<file path="src/rtl/disp_bram_arbiter.sv">
// Map-granular arbiter sharing one display-BRAM write port among N_REQ capture writers.
// Define DISP_ARB_ROUND_ROBIN_EN for round-robin arbitration; fixed lowest-index priority otherwise.
module disp_bram_arbiter #(
    parameter int unsigned N_REQ       = 4,
    parameter int unsigned ADDR_W      = 16,
    parameter int unsigned DATA_W      = 8,
    parameter int unsigned TIMEOUT_CYC = 1024
) (
    input  logic                      clk,
    input  logic                      rst_n,
    input  logic [N_REQ-1:0]          req,
    input  logic [N_REQ-1:0]          done,
    input  logic [N_REQ-1:0]          we_in,
    input  logic [N_REQ*ADDR_W-1:0]   addr_in,
    input  logic [N_REQ*DATA_W-1:0]   wdata_in,
    output logic [N_REQ-1:0]          gnt,
    output logic [ADDR_W-1:0]         bram_addr,
    output logic [DATA_W-1:0]         bram_wdata,
    output logic                      bram_we,
    output logic [$clog2(N_REQ)-1:0]  owner_id,
    output logic                      busy,
    output logic                      timeout_err,
    output logic                      illegal_wr
);

    localparam int unsigned ID_W    = $clog2(N_REQ);
    localparam int unsigned WD_W    = (TIMEOUT_CYC > 1) ? $clog2(TIMEOUT_CYC) : 1;
    localparam int unsigned WD_LAST = (TIMEOUT_CYC == 0) ? 0 : TIMEOUT_CYC - 1;

    localparam logic [1:0] IDLE    = 2'd0;
    localparam logic [1:0] OWNED   = 2'd1;
    localparam logic [1:0] RELEASE = 2'd2;

    logic [1:0]        state_q, state_d;
    logic [N_REQ-1:0]  gnt_q, gnt_d;
    logic [ID_W-1:0]   owner_q, owner_d;
    logic              busy_q, busy_d;
    logic              we_q, we_d;
    logic [ADDR_W-1:0] addr_q, addr_d;
    logic [DATA_W-1:0] wdata_q, wdata_d;
    logic              tmo_q, tmo_d;
    logic              ill_q, ill_d;
    logic [WD_W-1:0]   wd_q, wd_d;

    logic [ID_W-1:0]   search_start;
    logic [ID_W-1:0]   winner;
    logic              own_we, own_done, own_req, wd_exp, ill_hit;
    logic [ADDR_W-1:0] own_addr;
    logic [DATA_W-1:0] own_wdata;

`ifdef DISP_ARB_ROUND_ROBIN_EN
    logic [ID_W-1:0]   rr_q, rr_d;
    assign search_start = rr_q;
`else
    assign search_start = '0;
`endif

    // First requester at or after start, wrapping; lowest offset wins.
    function automatic logic [ID_W-1:0] pick(input logic [N_REQ-1:0] r,
                                             input logic [ID_W-1:0]  start);
        logic [ID_W-1:0] w;
        int              idx;
        w = '0;
        for (int i = int'(N_REQ) - 1; i >= 0; i--) begin
            idx = (int'(start) + i) % int'(N_REQ);
            if (r[idx[ID_W-1:0]]) w = idx[ID_W-1:0];
        end
        return w;
    endfunction

    assign winner    = pick(req, search_start);
    // gnt_q is exactly the owner's one-hot while OWNED, so it masks owner-side inputs.
    assign own_we    = (state_q == OWNED) && |(we_in & gnt_q);
    assign own_done  = |(done & gnt_q);
    assign own_req   = |(req & gnt_q);
    assign own_addr  = addr_in[32'(owner_q)*ADDR_W +: ADDR_W];
    assign own_wdata = wdata_in[32'(owner_q)*DATA_W +: DATA_W];
    assign wd_exp    = (TIMEOUT_CYC != 0) && !own_we && (wd_q == WD_W'(WD_LAST));
    assign ill_hit   = |(we_in & ((state_q == OWNED) ? ~gnt_q : {N_REQ{1'b1}}));

    // Next-state and registered-output logic.
    always_comb begin
        state_d = state_q;
        gnt_d   = gnt_q;
        owner_d = owner_q;
        busy_d  = busy_q;
        we_d    = 1'b0;
        addr_d  = addr_q;
        wdata_d = wdata_q;
        tmo_d   = 1'b0;
        ill_d   = ill_q | ill_hit;
        wd_d    = wd_q;
`ifdef DISP_ARB_ROUND_ROBIN_EN
        rr_d    = rr_q;
`endif
        case (state_q)
            IDLE: begin
                if (|req) begin
                    state_d = OWNED;
                    gnt_d   = N_REQ'(1) << winner;
                    owner_d = winner;
                    busy_d  = 1'b1;
                    wd_d    = '0;
                end
            end
            OWNED: begin
                we_d = own_we;
                if (own_we) begin
                    addr_d  = own_addr;
                    wdata_d = own_wdata;
                end
                wd_d = own_we ? '0 : wd_q + WD_W'(1);
                if (own_done || !own_req || wd_exp) begin
                    state_d = RELEASE;
                    gnt_d   = '0;
                    busy_d  = 1'b0;
                    tmo_d   = wd_exp;
                    wd_d    = '0;
`ifdef DISP_ARB_ROUND_ROBIN_EN
                    rr_d    = ID_W'((32'(owner_q) + 1) % N_REQ);
`endif
                end
            end
            RELEASE: begin
                state_d = IDLE;
            end
            default: begin
                state_d = IDLE;
                gnt_d   = '0;
                busy_d  = 1'b0;
            end
        endcase
    end

    always_ff @(posedge clk or negedge rst_n) begin
        if (!rst_n) begin
            state_q <= IDLE;
            gnt_q   <= '0;
            owner_q <= '0;
            busy_q  <= 1'b0;
            we_q    <= 1'b0;
            addr_q  <= '0;
            wdata_q <= '0;
            tmo_q   <= 1'b0;
            ill_q   <= 1'b0;
            wd_q    <= '0;
`ifdef DISP_ARB_ROUND_ROBIN_EN
            rr_q    <= '0;
`endif
        end else begin
            state_q <= state_d;
            gnt_q   <= gnt_d;
            owner_q <= owner_d;
            busy_q  <= busy_d;
            we_q    <= we_d;
            addr_q  <= addr_d;
            wdata_q <= wdata_d;
            tmo_q   <= tmo_d;
            ill_q   <= ill_d;
            wd_q    <= wd_d;
`ifdef DISP_ARB_ROUND_ROBIN_EN
            rr_q    <= rr_d;
`endif
        end
    end

    assign gnt         = gnt_q;
    assign owner_id    = owner_q;
    assign busy        = busy_q;
    assign bram_we     = we_q;
    assign bram_addr   = addr_q;
    assign bram_wdata  = wdata_q;
    assign timeout_err = tmo_q;
    assign illegal_wr  = ill_q;

endmodule
</file>
<file path="config.mk">
export PLATFORM = sky130hd
export DESIGN_NAME = disp_bram_arbiter
export DESIGN_NICKNAME = d
export VERILOG_FILES = /design/src/rtl/disp_bram_arbiter.sv
export SDC_FILE = /design/constraint.sdc
export NUM_CORES = 1
export LEC_CHECK = 0
export BUFFER_PORTS_ARGS = -buffer_cell sky130_fd_sc_hd__buf_2
export CAP_MARGIN = 0
export CORE_ASPECT_RATIO = 0.8
export CORE_MARGIN = 3
export CORE_UTILIZATION = 45
export DETAILED_ROUTE_END_ITERATION = 8
export GPL_TIMING_DRIVEN = 0
export PLACE_DENSITY = 0.8
export SLEW_MARGIN = 20
export SYNTH_ARGS = -nofsm -noshare
export SYNTH_HDL_FRONTEND = slang
export SYNTH_SLANG_ARGS = --single-unit
export TNS_END_PERCENT = 10
</file>
<file path="constraint.sdc">
create_clock -name clk -period 2 [get_ports clk]
set_input_delay 0.4 -clock clk [delete_from_list [all_inputs] [get_ports clk]]
set_output_delay 0.4 -clock clk [all_outputs]
set_load 0.02 [all_outputs]
</file>
# Word-level counts from Yosys, hierarchy flattened
# Index checks and enable logic that the tools add are counted.
[word_totals]
ff_bits = 46
out_inout_bits = 34
[op_classes]
addsub = 1
eq_ne = 5
shift = 3
n_mux = 21
bitwise_logic = 7
n_reduce_logical = 18
[ops]
columns = ["operator", "count"]
rows = [
  ["$shiftx 64x7->16", 1],
  ["$shiftx 32x6->8", 1],
  ["$mux 10", 3],
  ["$pmux 10 s2", 1],
  ["$reduce_or 4->1", 5],
  ["$and 4x4->4", 4],
  ["$mux 2", 6],
  ["$mux 4", 3],
  ["$pmux 4 s3", 1],
  ["$add 10x1->10 const B", 1],
  ["$eq 10x10->1 const B", 1],
  ["$reduce_and 2->1", 4],
  ["$mux 1", 5],
  ["$not 4->4", 1],
  ["$pmux 2 s2", 1],
  ["$shl 1x2->4 const A", 1],
  ["$pmux 1 s3", 1],
  ["$reduce_and 3->1", 1],
  ["$eq 2x1->1 const B", 1],
  ["$eq 2x2->1 const B", 1],
  ["$logic_and 1x1->1", 2],
  ["$logic_not 1->1", 2],
  ["$logic_not 2->1", 1],
  ["$logic_or 1x1->1", 2],
  ["other kinds (5)", 5],
]

# Longest topological paths before layout
# Gate-level depths: netlist of run 1.
[logic_depth]
word_depth = 8
ltp_mapped = 6
ltp_nobuf = 5

# Least setup slack after synthesis of run 1
# No wires, ideal clock.
[synth_timing]
path_kind = "reg-to-reg"
from = "reg owner_q[0], in the netlist owner_id[0]"
to = "reg addr_q[9], in the netlist bram_addr[9]"
setup_ns = 0.125
t_arrival_ns = 1.764
required_ns = 1.875
slack_ns = 0.111
stages_incl_launch_ff = 5
period_less_slack_ns = 1.889
path_cell_list = "dfrtp_1 buf_2 buf_2 mux4_2 mux2_2"
[synth_via]
elab_chain_len = 1
[synth_lines]
columns = ["element", "line_no", "text"]
rows = [
  ["start, declared", "36", "logic [ID_W-1:0] owner_q, owner_d;"],
  ["start signal, assigned", "153", "owner_q <= owner_d;"],
  ["$shiftx 64x7->16", "76", "assign own_addr = addr_in[32'(owner_q)*ADDR_W +: ADDR_W];"],
  ["end signal, assigned", "156", "addr_q <= addr_d;"],
  ["end, declared", "39", "logic [ADDR_W-1:0] addr_q, addr_d;"],
]
# Every way passes these cells.
# A chain may end at the register's enable or synchronous reset.

# Worst setup path in the final report of run 1
[layout_timing]
from = "reg owner_q[0], in the netlist owner_id[0]"
to = "reg addr_q[10], in the netlist bram_addr[10]"
# Same word-level chain as after synthesis.

==> summary.md, run 1 <==
| Metric | Value |
|---|---|
| GP Congestion | 0.8350 |
| Inst Count DP | 430 |
| Minimum clock period | 1.848 ns |
| Multi-input combinational cell area | 1434 um2 |
| Post-Synth XOR/XNOR Area | 0 |
| Worst Tran Pin Value | 0.5831 ns |
| Core footprint | roughly 5600 um2 |
| WL final | 7.202 mm |
| Ys Warns | 0 |
| GRT overflow | 0 |
| Pleak | between 0.0015 and 0.002 uW |
| Vias in the first global route | 2,527 |
| Final nets | between 400 and 500 |
| Cell chosen for the clock root | clkbuf_8 |
| Commonest cells post-synth | dfrtp_1, mux2_2, mux4_2 |
| CP startpoint kind | flop |
| Net Count, Synth | 320 |
| Total track usage | 0.2190 |
| Via density | 5.473 |
| Die Span X | about 93 um |
| DP Wirelength | ~5.6 mm |
| Seq/Total Area, Yosys | 0.4273 |
| Largest fanout on the critical path | 10 |
| Clock Skew | 0.008554 ns |
| ANT nets after route | 0 |
| Finished Core Util | 0.6473 |
| Post-synthesis mux area share | 0.3010 |
| Hold Fails Final Rpt | 0 |
| Sequential cell area | 1151 um2 |
| Num CTS Buffers | 5 |
| Slowest stage delay, CP | 0.53 ns |
| Syn-to-layout area delta | 34.93% |
| PortBufs | 143 |
| Setup crit end kind | flop |
| Initial antenna violation count | 0 |
| Die height | 75.20 um |
| Drt initial violations | 111 |
| Drt drc | 0 |
| Count leader, synth | dfrtp_1 |
| Routed len/inst | around 16 um |
| Layout cells sized above 1 | 0.6105 |
| Cell count after synthesis | between 200 and 250 |
| I/O pin count | 144 |
| Mapped Area | 2694 um2 |
| Post-route clock period utilization | 0.9241 |
| Largest family of logic cells by synthesized area | multiplexers |
| Post-synthesis cell type count | 42 |
| Post-synth top area share | 0.4273 |
| Clk buf depth | 2 |
| Max frequency | 0.5411 GHz |
| Critical Path Slowest Stage Cell | mux4_2 |
| Antenna cell count | 0 |
| Max_slew headroom | 0.6113 |
| Final Max Slew Viols | 0 |
| Unrepaired setup endpoints after global routing | no |
| Setup TNS | 0 ns |
| Peak supply drop | 0.7734 mV |
| Mean Syn Cell Area | about 13 um2 |
| Worst EP arrival | 2.03 ns |
| H-tree depth | 2 |
| DRT Pass-1 Iters | 4 |
| Non-Filler Instances | 440 |
| Asr flop ratio synth | 1.000 |
| Cell family with most CP delay | multiplexers |
| Outcome | finished clean |
| Die area | 6956 um2 |
| Clock-pin slew on the worst setup and hold paths | 0.08 ns |
| Worst EP required | around 2.2 ns |
| Max-cap violation count | 0 |
| Via count | 2,408 |
| Hold WC Path Type | input pin to asynchronous set/reset pin |
| Cts hold-fix bufs | 0 |
| CTS tree | yes |
| Clk_lat worst skew | 0.30 ns |
| Adder-cell share of the synthesized area | 0.004645 |
| Largest net degree at the start of global routing | 47 |
| Synth Area in Compound Gates | 0.1389 |
| Num rows | 24 |
| Setup Viol. Count Final | 0 |
| Initial Util | 0.4797 |
| #FFs+latches synth | 46 |
| Largest cells by area after synthesis | dfrtp_1, mux4_2, mux2_2, o21ai_0, a32oi_1 |
| Synth area leader | dfrtp_1 |
| Global-route wire length before repair | 11.84 mm |
| Power Density | 1274 nW/um2 |
| Worst-path cell chain | buf_2 > buf_4 > mux4_2 > mux2_2 |
| Setup CP Type | flop to flop |
| Post-synth EDFFs | 0 |
| Buf+Inv Stages, Crit Path | 2 |
| Sink Count | 46 |
| Main synth FF type | dfrtp_1 |
| Synth Area in Simple Gates | 0.08500 |
| Fillers | 456 |
metal layers:
| metal | track usage | wire [um] |
|---|---|---|
| met5 | 0 | 0 |
| met2 | 0.3907 | 3542 |
| met4 | 0.05766 | 74 |
| met1 | 0.2678 | 3011 |
| met3 | 0.05994 | 574 |
metrics by stage:
stage	area (um2)	hold WS, ns	total power (uW)	worst slack (ns)
floorplan	2694	0.1044	3278	0.1112
global placement	3507	0.4839	3974	-0.07132
detailed placement	3507	0.4897	4050	-0.1395
CTS	3608	0.3199	4649	-0.005843
global route	3635	0.1476	4948	0.02986
finish	3635	0.1005	4631	0.1518
cell usage in the layout, fill, tap and decap left out, drive strengths merged, types with 2 or more instances in the layout:
master,instances
nor2,6
a41oi,2
nor3,3
and2,3
buf,155
a22oi,5
inv,11
clkbuf,10
a21oi,7
o22ai,2
a32oi,7
a22o,2
nand3b,2
a31oi,4
nand4,3
nand3,5
dfrtp,46
nand2,9
or3,2
mux4,24
mux2,24
o21ai,16
nor2b,2
repair_timing:
item	CTS	global route
setup buffers	0	3
endpoints found under the hold margin	0	0
endpoints found under the setup margin	19	19
gates resized for setup	3	4
cell type report:
cell class / instances / share of cell area
buffer: 12 / 0.02169
inverter: 11 / 0.01136
clock inverter: 1 / 0.001377
clock buffer: 7 / 0.02375
multi-input combinational: 139 / 0.3945
timing repair buffer: 146 / 0.2038
sequential: 46 / 0.3167
tap: 78 / 0.02685
sequential cells by signal, indices dropped and copies added (netlist names), 2 cells and up:
| register | cells |
|---|---|
| bram_wdata | 8 |
| gnt | 4 |
| wd_q | 10 |
| state_q | 2 |
| bram_addr | 16 |
| owner_id | 2 |
path summary, 6_finish.rpt:
| kind | startpoint | end | slack, ns | cells after the start |
|---|---|---|---|---|
| setup / recovery | owner_id[0] | bram_addr[10] | 0.15 | 4 |
| hold reg to reg | bram_addr[7] | bram_addr[7] | 0.50 | 1 |
| hold / removal | rst_n | state_q[1] | 0.10 | 1 |
| setup reg to reg | owner_id[0] | bram_addr[10] | 0.15 | 4 |
| min in group clk | we_in[0] | illegal_wr | 0.36 | 3 |
| max in group asynchronous | rst_n | bram_addr[2] | 1.51 | 1 |
cell families after synthesis:
logic type / Yosys count
buffers and inverters: 24
muxes: 48
and+or+nand+nor: 40
AOI/OAI and AO/OA: 50
adders and majority gates: 1
DFF: 46
power breakdown:
part | switching, uW | internal, uW | leakage, uW | total, uW
Sequential | 227 | 1260 | 0.000577 | 1490
Clock | 307 | 279 | 0.0000482 | 586
Combinational | 1330 | 1230 | 0.00104 | 2550
Total | 1860 | 2770 | 0.00167 | 4630
No activity file was read; power rests on OpenSTA's default activity.
==> inputs of run 2 (changes only) <==
Settings changed: CORE_UTILIZATION 45 to 41, PLACE_DENSITY 0.8 to 0.77.
Clock period 2 ns to 1.6 ns, I/O delays scaled along.
==> run 2 against run 1 <==
Net effect: the flow now finishes with violations (setup timing); sequential power up 24%; power up 41%; critical path depth up 2.
==> summary.md, run 2 (synthesis gave the netlist of run 1 again) <==
| Metric | Value |
|---|---|
| Largest register FFs | 16 (unchanged) |
| Clk buf depth | 2 (unchanged) |
| Fillers | 493 (+8.1%) |
| Setup Viol. Count Final | 17 (+17) |
| Buf+Inv Stages, Crit Path | 2 (unchanged) |
| Setup crit end kind | flop |
| Cell chosen for the clock root | clkbuf_8 |
| Power Density | 1644 nW/um2 (+29%) |
| Clk pwr share | 0.132 (+0.005) |
| Post-Place Worst Slack | -0.2638 ns (-0.1243 ns) |
| Post-route clock period utilization | 1.061 (+0.1366) |
| Drt drc | 0 (unchanged) |
| Drt initial violations | 97 (-13%) |
| Critical Path Slowest Stage Cell | dfrtp_2 |
| Largest fanout on the critical path | 6 (-4) |
| GRT overflow | 0 (unchanged) |
| Clk_lat worst skew | 0.30 ns (about the same) |
| Initial Util | 0.4394 (-0.04034) |
| Sequential Power Share | 0.283 (-0.039) |
| Total track usage | 0.2139 (-0.005153) |
| WL final | 8.430 mm (+17%) |
| PortBufs | 143 (unchanged) |
| Hold WC Path Type | input pin to asynchronous set/reset pin |
| Largest net degree at the start of global routing | 47 (unchanged) |
| Setup CP Type | flop to flop |
| Worst EP arrival | 1.92 ns (-0.11 ns) |
| Routed len/inst | 18.37 um (+12%) |
| Num CTS Buffers | 5 (unchanged) |
| Final Max Slew Viols | 0 (unchanged) |
| Max frequency | 0.5892 GHz (+8.9%) |
| Die Span X | 96.63 um (+4.5%) |
| Clock Skew | 0.006009 ns (-0.002545 ns) |
| Minimum clock period | 1.697 ns (-0.1511 ns) |
| Pleak | 0.001812 uW (+8.6%) |
| Clock-pin slew on the worst setup and hold paths | 0.08 ns (about the same) |
| GP Congestion | 0.8830 (+5.7%) |
| Fin area | 3978 um2 (+9.4%) |
| Die height | 78.50 um (+4.4%) |
| Worst EP required | 1.82 ns (-0.36 ns) |
| Reg2reg end | wd_q[4] |
| Hold Fails Final Rpt | 0 (unchanged) |
| DP Wirelength | 6.103 mm (+9.3%) |
| Sequential cell area | 1160 um2 (+0.76%) |
| Worst-path cell chain | a22o_1 > a2111oi_4 > buf_6 > nand3_4 > buf_12 > o31ai_2 |
| Die area | 7585 um2 (+9.0%) |
| Max-cap violation count | 0 (unchanged) |
| Worst Tran Pin Value | 0.5841 ns (+0.001047 ns) |
| Failing checks | setup timing |
| Combinational share of power | 0.585 (+0.033) |
| Layout cells sized above 1 | 0.6711 (+0.06059) |
| Reg2reg setup slack | -0.1 ns (-0.25 ns) |
| Most frequent cells in the layout | buf_2, dfrtp_1, mux4_2 |
| Sink Count | 46 (unchanged) |
| Num rows | 25 (+4.2%) |
| Unrepaired setup endpoints after global routing | yes |
| Multi-input combinational cell area | 1562 um2 (+8.9%) |
| Peak supply drop | 1.006 mV (+30%) |
| ANT nets after route | 0 (unchanged) |
| Vias in the first global route | 2,687 (+6.3%) |
| P_sw | 2538 uW (+36%) |
| CP startpoint kind | flop |
| Syn-to-layout area delta | 47.65% |
| Via density | 5.492 (+0.36%) |
| Placement Cell Area | 3551 um2 (+1.2%) |
| Switching Share | 0.3882 (-0.01356) |
| Worst R2R Start | gnt[1] |
| CTS tree | yes |
| Initial antenna violation count | 1 (+1) |
| Core footprint | 6131 um2 (+9.2%) |
| Global-route wire length before repair | 13.01 mm (+9.8%) |
| P_int | 4000 uW (+44%) |
| Via count | 2,521 (+4.7%) |
| H-tree depth | 2 (unchanged) |
| Slowest stage delay, CP | 0.45 ns (-0.08 ns) |
| DRT Pass-1 Iters | 5 (+1) |
| Commonest non-fill, non-tap cell in the layout | buf_2 |
| Cell family with most CP delay | compound AO/OA/AOI/OAI gates |
| Final WS setup | -0.09716 ns (-0.2489 ns) |
| I/O pin count | 144 (unchanged) |
| Outcome | finished, violations left |
| R2r worst-path depth | 6 (+2) |
| Final nets | 487 (+3.2%) |
| Max_slew headroom | 0.6106 (-0.0006980) |
## run 2: worst max path at each step
stage               start            end  slack [ns]  depth (start not counted)
6_report           gnt[1]        wd_q[4]        -0.1                          6
5_1_grt        state_q[1]        wd_q[3]       -0.16                          6
4_1_cts            gnt[0]        wd_q[2]       -0.11                          5
3_5_place_dp   state_q[1]  bram_addr[15]       -0.26                          4
3_3_place_gp   state_q[1]  bram_addr[15]       -0.26                          4
2_1_floorplan      gnt[1]        wd_q[2]       -0.07                          4
## run 2: final cells by class
type	count	area share
multi-input cells	139	0.3926
flip-flops and latches	46	0.2916
repair buffers	160	0.2177
plain buffers	13	0.03492
well taps	81	0.02548
clock buffers	7	0.01919
inverters	11	0.01038
clock inverters	1	0.007550
diodes	1	0.0006291
## run 2: timing repair
action,4_1_cts,5_1_grt
setup endpoints to repair,37,38
hold buffers,0,0
gates cloned,0,1
setup buffers,8,8
pin swaps,7,10
gates resized for setup,19,34
## run 2: worst reg2reg max path, delay by kind of cell, from the launching register on
kind | cells | cell delay [ns]
AOI/OAI and AO/OA | 3 | 0.71
buffers and inverters | 2 | 0.35
DFF | 1 | 0.45
and+or+nand+nor | 1 | 0.12
## run 2: per-layer routing
metal  global-route usage  routed length, um
met4              0.07994                128
met2               0.3671               4314
met3              0.04973                475
met1               0.2644               3511
met5                    0                  0
## run 2: power by group through the flow
stage	registers, uW	clock network, uW	logic (uW)
6_report	1850	861	3830
2_1_floorplan	2310	0	1890
5_1_grt	1900	914	4100
3_5_place_dp	1850	0	3350
3_3_place_gp	1840	0	3250
4_1_cts	1830	873	3650
## run 2: per-stage QoR
step | utilization | instances | TNS [ns] | power [uW] | hold slack, ns
floorplan | - | 209 | -0.3232 | 4201 | 0.02441
global placement | 0.5792 | 433 | -6.532 | 5092 | 0.4827
detailed placement | 0.5792 | 433 | -6.930 | 5200 | 0.4896
CTS | 0.6210 | 449 | -1.242 | 6357 | 0.2229
global route | 0.6488 | 459 | -2.611 | 6919 | 0.04967
finish | 0.6488 | 459 | -0.7844 | 6538 | 0.006481
==> inputs of run 3 (changes only) <==
Clock period 1.6 ns to 1.4 ns, I/O delays scaled along.
==> run 3 against run 2 <==
Net effect: hold slack worse by 0.042 ns; first-iteration DRC count grew 84%; clock skew down 0.0013 ns; via count is 1.5% higher; highest routed layer unchanged; cell count decreased by 1.5%; clock power is 14% higher; largest power group unchanged; design area is 2.3% lower; register-to-register slack got worse by 0.19 ns; non-clock buffer count is 6 lower; the run ends with hold timing, setup timing left.
==> summary.md, run 3 (synthesis gave the netlist of run 1 again) <==
| Metric | Value |
|---|---|
| Die area | 7585 um2 (unchanged) |
| GP Congestion | 0.8580 (-2.8%) |
| Via density | 5.659 (+3.0%) |
| Clk buf depth | 2 (unchanged) |
| Critical path startpoint | gnt[2] |
| DRT Pass-1 Iters | 4 (-1) |
| Commonest non-fill, non-tap cell in the layout | buf_2 |
| WL final | 8.136 mm (-3.5%) |
| Pleak | 0.001769 uW (-2.4%) |
| Routed len/inst | 18.00 um (-2.0%) |
| CP startpoint kind | flop |
| Non-Filler Instances | 452 (-1.5%) |
| GRT overflow | 0 (unchanged) |
| Syn-to-layout area delta | 44.22% |
| Cts hold-fix bufs | 0 (unchanged) |
| Cell family with most CP delay | compound AO/OA/AOI/OAI gates |
| Initial antenna violation count | 0 (-1) |
| Die height | 78.50 um (unchanged) |
| Sink Count | 46 (unchanged) |
| Fillers | 510 (+3.4%) |
| Largest register FFs | 16 (unchanged) |
| Power Density | 1895 nW/um2 (+15%) |
| Post-Place Worst Slack | -0.4362 ns (-0.1724 ns) |
| Setup crit end kind | flop |
| Num rows | 25 (unchanged) |
| Critical Path Slowest Stage Cell | dfrtp_2 |
| Most frequent cells in the layout | buf_2, dfrtp_1, mux4_2 |
| Max frequency | 0.5922 GHz (+0.51%) |
| Drt initial violations | 178 (+84%) |
| Vias in the first global route | 2,638 (-1.8%) |
| Die Span X | 96.63 um (unchanged) |
| Minimum clock period | 1.689 ns (-0.008612 ns) |
| H-tree depth | 2 (unchanged) |
| Worst R2R Start | gnt[2] |
| Final Max Slew Viols | 0 (unchanged) |
| I/O pin count | 144 (unchanged) |
| CTS tree | yes |
| Met2 WL post-DR | 4.080 mm (-5.4%) |
| Outcome | finished, violations left |
| Clk_lat worst skew | 0.30 ns (about the same) |
| Max-cap violation count | 0 (unchanged) |
| Setup Viol. Count Final | 41 (+24) |
| Initial Util | 0.4394 (unchanged) |
| Global-route wire length before repair | 13.08 mm (+0.53%) |
| Largest net degree at the start of global routing | 47 (unchanged) |
| Slowest stage delay, CP | 0.47 ns (+0.02 ns) |
| Antenna cell count | 0 (-1) |
| Core footprint | 6131 um2 (unchanged) |
| Max_slew headroom | 0.6084 (-0.002209) |
| Buf+Inv Stages, Crit Path | 1 (-1) |
| Setup CP Type | flop to flop |
| Worst hold slack | -0.03511 ns (-0.04159 ns) |
| Failing checks | hold timing, setup timing |
| Unrepaired setup endpoints after global routing | yes |
| Total track usage | 0.2141 (+0.0002618) |
| PortBufs | 143 (unchanged) |
| Final nets | 481 (-1.2%) |
| WL met3 | 506 um (+6.5%) |
| Reg2reg setup slack | -0.29 ns (-0.19 ns) |
| Inst Count DP | 433 (unchanged) |
| Worst-path cell chain | a22o_1 > a2111oi_4 > buf_4 > nand3_4 > o41ai_2 |
| Worst EP required | 1.61 ns (-0.21 ns) |
| Post-route clock period utilization | 1.206 (+0.1454) |
| Cell chosen for the clock root | clkbuf_8 |
| ANT nets after route | 0 (unchanged) |
| Worst EP arrival | 1.90 ns (-0.02 ns) |
| Clock-pin slew on the worst setup and hold paths | 0.09 ns (about the same) |
| DP Wirelength | 6.138 mm (+0.57%) |
| Metal-1 WL | 3.428 mm (-2.4%) |
| Clock Skew | 0.004714 ns (-0.001295 ns) |
| Worst Tran Pin Value | 0.5875 ns (+0.003314 ns) |
| Layout cells sized above 1 | 0.6550 (-0.01610) |
| Largest fanout on the critical path | 8 (+2) |
| Top sig layer | met4 |
| Num CTS Buffers | 5 (unchanged) |
| Final WS setup | -0.2885 ns (-0.1914 ns) |
| Peak supply drop | 0.9726 mV (-3.3%) |
| Hold Fails Final Rpt | 46 (+46) |
| Setup TNS | -6.942 ns (-6.157 ns) |
| Drt drc | 0 (unchanged) |
| Hold WC Path Type | input pin to asynchronous set/reset pin |
| Via count | 2,558 (+1.5%) |
[run 3: changes by cell type in the layout (fill, tap and decap cells not counted), sizes merged]
cell / before / now
clkinvlp: 0 / 1
buf: 170 / 164
clkbuf: 10 / 9
diode: 1 / 0
[run 3: final timing paths]
path                                      to  cells past startpoint
max in group asynchronous         state_q[1]                      1
worst min register to register  bram_addr[2]                      1
min in group clk                  illegal_wr                      3
worst max-delay path                 wd_q[2]                      5
worst max register to register       wd_q[2]                      5
worst min-delay path            bram_addr[9]                      1
[run 3: worst reg2reg max path, stage by stage, from the launching register on]
cell and delay [ns]:
dfrtp_2 0.47, a22o_1 0.25, a2111oi_4 0.26, buf_4 0.19, nand3_4 0.12, o41ai_2 0.31
[run 3: what timing repair did]
item,4_1_cts,5_1_grt
setup endpoints to repair,43,44
buffers inserted,8,3
pin swaps,11,4
resized for setup,20,19
endpoints found under the hold margin,0,0
[run 3: layer usage]
metal,GRT usage,vias up
met4,0.04628,0
met5,0,-
met3,0.04352,13
li1,-,1144
met2,0.3864,105
met1,0.2668,1296
[run 3: power breakdown]
part	internal, uW	switching (uW)	total (uW)
Clock	533	453	985
Combinational	2160	2100	4260
Sequential	1820	296	2110
Total	4510	2850	7360
[run 3: per-stage QoR]
step                area [um2]  utilization  power [uW]
floorplan                 2741            -        4829
global placement          3558       0.5804        5838
detailed placement        3558       0.5804        5949
CTS                       3795       0.6190        7159
global route              3885       0.6337        7801
finish                    3885       0.6337        7361
[run 3: layout make-up]
class / count / area [um2] / share of cell area
tap: 81 / 101.3 / 0.02609
sequential: 46 / 1159 / 0.2982
timing repair buffer: 154 / 804.5 / 0.2071
buffer: 13 / 135.1 / 0.03478
clock buffer: 6 / 72.57 / 0.01868
inverter: 11 / 41.29 / 0.01063
multi-input combinational: 139 / 1534 / 0.3948
clock inverter: 2 / 37.54 / 0.009662
